**src/rtl/if_stage_pkg.sv**
```systemverilog
// Shared fetch-stage definitions: default encodings, state encoding and
// small address helpers used by the PC logic and its stage registers.
package if_stage_pkg;

    localparam logic [31:0] DEF_RESET_PC   = 32'h0000_0000;
    localparam logic [31:0] DEF_NOP_INSTR  = 32'h0000_0000;
    localparam logic [31:0] DEF_HALT_INSTR = 32'hFFFF_FFFF;
    localparam logic [31:0] PC_STEP        = 32'd4;

    typedef enum logic {
        ST_RUN    = 1'b0,
        ST_HALTED = 1'b1
    } fetch_state_t;

    // Force a byte address onto a word boundary.
    function automatic logic [31:0] word_align(input logic [31:0] addr);
        return {addr[31:2], 2'b00};
    endfunction

endpackage

```
**src/rtl/if_id_reg.sv**
```systemverilog
// Generic instruction pipeline register with load / flush / hold controls.
// Priority: rst > flush > hold > load; with none asserted it keeps its value.
// A flush only turns the slot into a bubble; the address fields are left
// as they were since nothing downstream looks at them while invalid.
module if_id_reg
    import if_stage_pkg::*;
#(
    parameter logic [31:0] NOP_INSTR = DEF_NOP_INSTR
) (
    input  logic        clk,
    input  logic        rst,
    input  logic        load,
    input  logic        flush,
    input  logic        hold,
    input  logic [31:0] instr_in,
    input  logic [31:0] pc_in,
    input  logic [31:0] pc4_in,
    output logic [31:0] instr,
    output logic [31:0] pc,
    output logic [31:0] pc4,
    output logic        valid
);

    // Stage register update in priority order.
    always_ff @(posedge clk) begin
        if (rst) begin
            instr <= NOP_INSTR;
            pc    <= 32'd0;
            pc4   <= 32'd0;
            valid <= 1'b0;
        end else if (flush) begin
            instr <= NOP_INSTR;
            valid <= 1'b0;
        end else if (hold) begin
            instr <= instr;
        end else if (load) begin
            instr <= instr_in;
            pc    <= pc_in;
            pc4   <= pc4_in;
            valid <= 1'b1;
        end
    end

endmodule

```
**src/rtl/if_stage.sv**
```systemverilog
// Instruction fetch stage: PC register, RUN/HALTED control, sticky
// misalignment flag and fetch counter. imem_pc comes straight from the PC
// register so redirect/stall never reach the memory address combinationally.
module if_stage
    import if_stage_pkg::*;
#(
    parameter logic [31:0] RESET_PC   = DEF_RESET_PC,
    parameter logic [31:0] NOP_INSTR  = DEF_NOP_INSTR,
    parameter logic [31:0] HALT_INSTR = DEF_HALT_INSTR
) (
    input  logic        clk,
    input  logic        rst,
    output logic [31:0] imem_pc,
    input  logic [31:0] imem_instr,
    input  logic        stall,
    input  logic        redirect,
    input  logic [31:0] redirect_pc,
    output logic [31:0] if_id_instr,
    output logic [31:0] if_id_pc,
    output logic [31:0] if_id_pc4,
    output logic        if_id_valid,
    output logic        halted,
    output logic        misaligned,
    output logic [31:0] fetch_count
);

    fetch_state_t state_q, state_d;
    logic [31:0]  pc_q, pc_d;
    logic [31:0]  pc_plus4;
    logic         ld, fl, hd, count_inc;

    assign pc_plus4 = pc_q + PC_STEP;   // wraps naturally at 2^32
    assign imem_pc  = pc_q;
    assign halted   = (state_q == ST_HALTED);

    // Next PC / state and stage-register controls: redirect > stall > halt > advance.
    always_comb begin
        state_d   = state_q;
        pc_d      = pc_q;
        ld        = 1'b0;
        fl        = 1'b0;
        hd        = 1'b0;
        count_inc = 1'b0;
        if (redirect) begin
            pc_d    = word_align(redirect_pc);
            fl      = 1'b1;
            state_d = ST_RUN;
        end else if (stall) begin
            hd = 1'b1;
        end else if (state_q == ST_HALTED) begin
            fl = 1'b1;
        end else if (imem_instr == HALT_INSTR) begin
            // Halt word itself is delivered and counted; PC parks on it.
            ld        = 1'b1;
            count_inc = 1'b1;
            state_d   = ST_HALTED;
        end else begin
            ld        = 1'b1;
            count_inc = 1'b1;
            pc_d      = pc_plus4;
        end
    end

    // PC, state, sticky flag and counter registers.
    always_ff @(posedge clk) begin
        if (rst) begin
            state_q     <= ST_RUN;
            pc_q        <= RESET_PC;
            misaligned  <= 1'b0;
            fetch_count <= 32'd0;
        end else begin
            state_q <= state_d;
            pc_q    <= pc_d;
            if (count_inc)
                fetch_count <= fetch_count + 32'd1;
            if (redirect && (redirect_pc[1:0] != 2'b00))
                misaligned <= 1'b1;
        end
    end

    if_id_reg #(
        .NOP_INSTR (NOP_INSTR)
    ) u_if_id (
        .clk      (clk),
        .rst      (rst),
        .load     (ld),
        .flush    (fl),
        .hold     (hd),
        .instr_in (imem_instr),
        .pc_in    (pc_q),
        .pc4_in   (pc_plus4),
        .instr    (if_id_instr),
        .pc       (if_id_pc),
        .pc4      (if_id_pc4),
        .valid    (if_id_valid)
    );

endmodule
```
**config.mk**
```make
export PLATFORM = sky130hd
export DESIGN_NAME = if_stage
export DESIGN_NICKNAME = d
export VERILOG_FILES = /design/src/rtl/if_stage_pkg.sv /design/src/rtl/if_id_reg.sv /design/src/rtl/if_stage.sv
export SDC_FILE = /design/constraint.sdc
export NUM_CORES = 1
export LEC_CHECK = 0
export CAP_MARGIN = 20
export CORE_MARGIN = 5
export CORE_UTILIZATION = 30
export DETAILED_ROUTE_END_ITERATION = 10
export HOLD_SLACK_MARGIN = 0.05
export PLACE_DENSITY = 0.61
export SLEW_MARGIN = 30
export SYNTH_ARGS = -nofsm -noshare
export SYNTH_HDL_FRONTEND = slang
export SYNTH_SLANG_ARGS = --single-unit
export TNS_END_PERCENT = 30
```
**constraint.sdc**
```tcl
create_clock -name clk -period 4.2 [get_ports clk]
set_input_delay 0.84 -clock clk [delete_from_list [all_inputs] [get_ports clk]]
set_output_delay 0.84 -clock clk [all_outputs]
set_load 0.02 [all_outputs]
```
==> results.txt <==
Post-DP HPWL - 15400 um
Die width - 160 um
Status - finished clean
Overall Power - 3.55 mW
Tmin final - 2.93 ns
FMAX - 0.342 GHz
Fill cell count - 2261
DR WL met3 - 1300 um
Nets - 1116
Most common cell in the netlist - nand2_1
Post-synth top area cell - dfxtp_1
Max-slew violations - 0
Worst Hold Slack - 0.444 ns
CTS tree - built
Worst-margin pin slew - 0.858 ns
Final count of hold timing violations - 0
Setup TNS - 0 ns
CP required - 4.54 ns
DRC viols - 0
Grt total ovfl - 0
Max IR drop VDD - 0.000231 V
Setup crit end kind - register
Synth area leaders - dfxtp_1 (46%), nand2_1 (9.1%), a21oi_1 (6.4%), xnor2_1 (4.3%), nor2_1 (3.8%)
Via count - 6667
Die ar. - 25700 um^2
Top sig layer - met4
Ys async rst share - 0%
Vias per inst - 4.96
Number of setup buffers added after CTS - 0
IO Port Bufs - 224
CP Launch Type - primary input
Core footprint - 22400 um^2
Vias in the first global route - 6330
Mean post-synth cell area - 7.95 um^2
Row cnt - 55
Drt first-iter violations - 271
Clk Latency, worst-skew pair - 0.42 ns
Total Routed Length - 21900 um
Largest net degree at the start of global routing - 77
Setup ws final - 1.27 ns
Main synth FF type - dfxtp_1
Register clock-pin slew on the reported worst setup and hold paths - 0.07 ns
CTS resizes - 0
Hold_buf cts - 0
Initial core utilization - 30.2%
DR pass1 iterations - 5
Initial antenna violation count - 0
M1 WL - 10400 um
Share of the synthesized area in the top cell type - 46.4%
RSZ-0062 raised after global routing - false
#FFs+latches synth - 157
GRT Total Usage - 16.7%
Routed length per placed instance - 16.3 um
Met2 routed WL - 9990 um
Critical Path AT - 3.27 ns
Final GP Congestion - 0.753
Max Cap Violations - 0
Pwr/cell area - 361 nW/um^2
Leakage - 3.14 nW
Ys Warns - 0
CTS Root Cell - clkbuf_16
Mapped Cells - 852
Final core occ - 43.8%
Die Ht - 160 um
Ant diodes - 0
Antenna-violating nets left - 0
Distinct cells, synth - 51
Post-Synthesis Cell Area - 6780 um^2
IO Pins - 231
Critical path peak fanout - 76
Period utilisation layout - 69.7%
First-pass GRT wire length - 35100 um
Clk buf depth - 2
Sequential area share after synthesis - 46.4%
Share of cells above drive strength 1 - 5.95%
Dpl ws - 0.855 ns
Skew final - 0.0101 ns
Rel. slew slack - 42.8%
Final Setup Violations - 0
Area Growth Syn to Fin - 45.0%
Post-synth top cells - nand2_1 (165), dfxtp_1 (157), a21oi_1 (87)
Crit Path Category - primary input to register
H-Tree Level Count - 4
Post-synth EDFFs - 0
CTS sink count - 157
Num CTS Buffers - 17
HP Class - register to register
state kept, by name, indices dropped and copies added (netlist names):
register,flops
fetch_count,32
u_if_id.instr,32
imem_pc,30
u_if_id.pc4,30
u_if_id.pc,30
halted,1
misaligned,1
u_if_id.valid,1
cells by family after synthesis:
family | share of synthesized area [%]
simple gates | 25.3
other cells | 0.0553
buf+inv | 5.26
fa+ha+maj | 0.369
compound gates | 16.8
xor+xnor | 5.82
flops | 46.4
layer usage:
metal	up-vias	track usage, %
li1	3344	-
met1	3121	22.2
met2	187	26.9
met3	15	4.88
met4	0	3.75
met5	-	0
metrics by stage:
stage,instances,cell area (um^2)
after floorplan,857,6800
after global placement,1312,9250
after detailed placement,1312,9250
after CTS,1344,9820
after global routing,1344,9820
final,1344,9820
critical path: stages:
cell and delay, ns:
clkdlybuf4s50_1 0.51, nor3_2 0.33, buf_4 0.65, o21ai_1 0.14, buf_4 0.21, or3_1 0.34, a31oi_1 0.17
path summary, 6_finish.rpt:
check	slack, ns	from	cells past startpoint	end
worst max-delay path	1.27	stall	7	imem_pc[22]
worst min-delay path	0.44	misaligned	2	misaligned
worst max register to register	1.30	imem_pc[3]	6	imem_pc[26]
worst min register to register	0.44	misaligned	2	misaligned
layout make-up:
class	count	area, um^2	area share (%)
Tap cell	285	357	3.63
Inverter	15	56.3	0.573
Timing Repair Buffer	242	2370	24.2
Clock inverter	13	131	1.34
Clock buffer	19	443	4.51
Sequential cell	157	3140	32.0
Multi-Input combinational cell	613	3320	33.8
report_power, final:
part,switching (mW),internal [mW]
combinational,0.236,0.202
sequential,0.0536,1.54
clock,0.674,0.845
total,0.963,2.59
cell usage in the layout, fill, tap and decap left out, types with 3 or more instances in the layout:
cell	n
nor4_1	13
and4_1	5
o21ai_0	17
nand2_1	165
clkdlybuf4s50_1	223
or2_2	3
a21oi_1	87
nand3_1	29
nand4_1	18
clkinvlp_4	5
inv_1	14
xnor2_1	33
xor2_1	12
a22oi_1	3
buf_4	19
o311ai_0	3
o21a_1	3
o31a_1	4
a211oi_1	32
nor3_1	27
o211ai_1	8
or4_1	6
or3_1	21
inv_6	3
conb_1	6
a31oi_1	16
clkbuf_16	17
clkinv_4	3
dfxtp_1	157
nand2b_1	3
nor2_1	68
and2_1	3
Note: power is estimated with default switching activity, not from simulation.
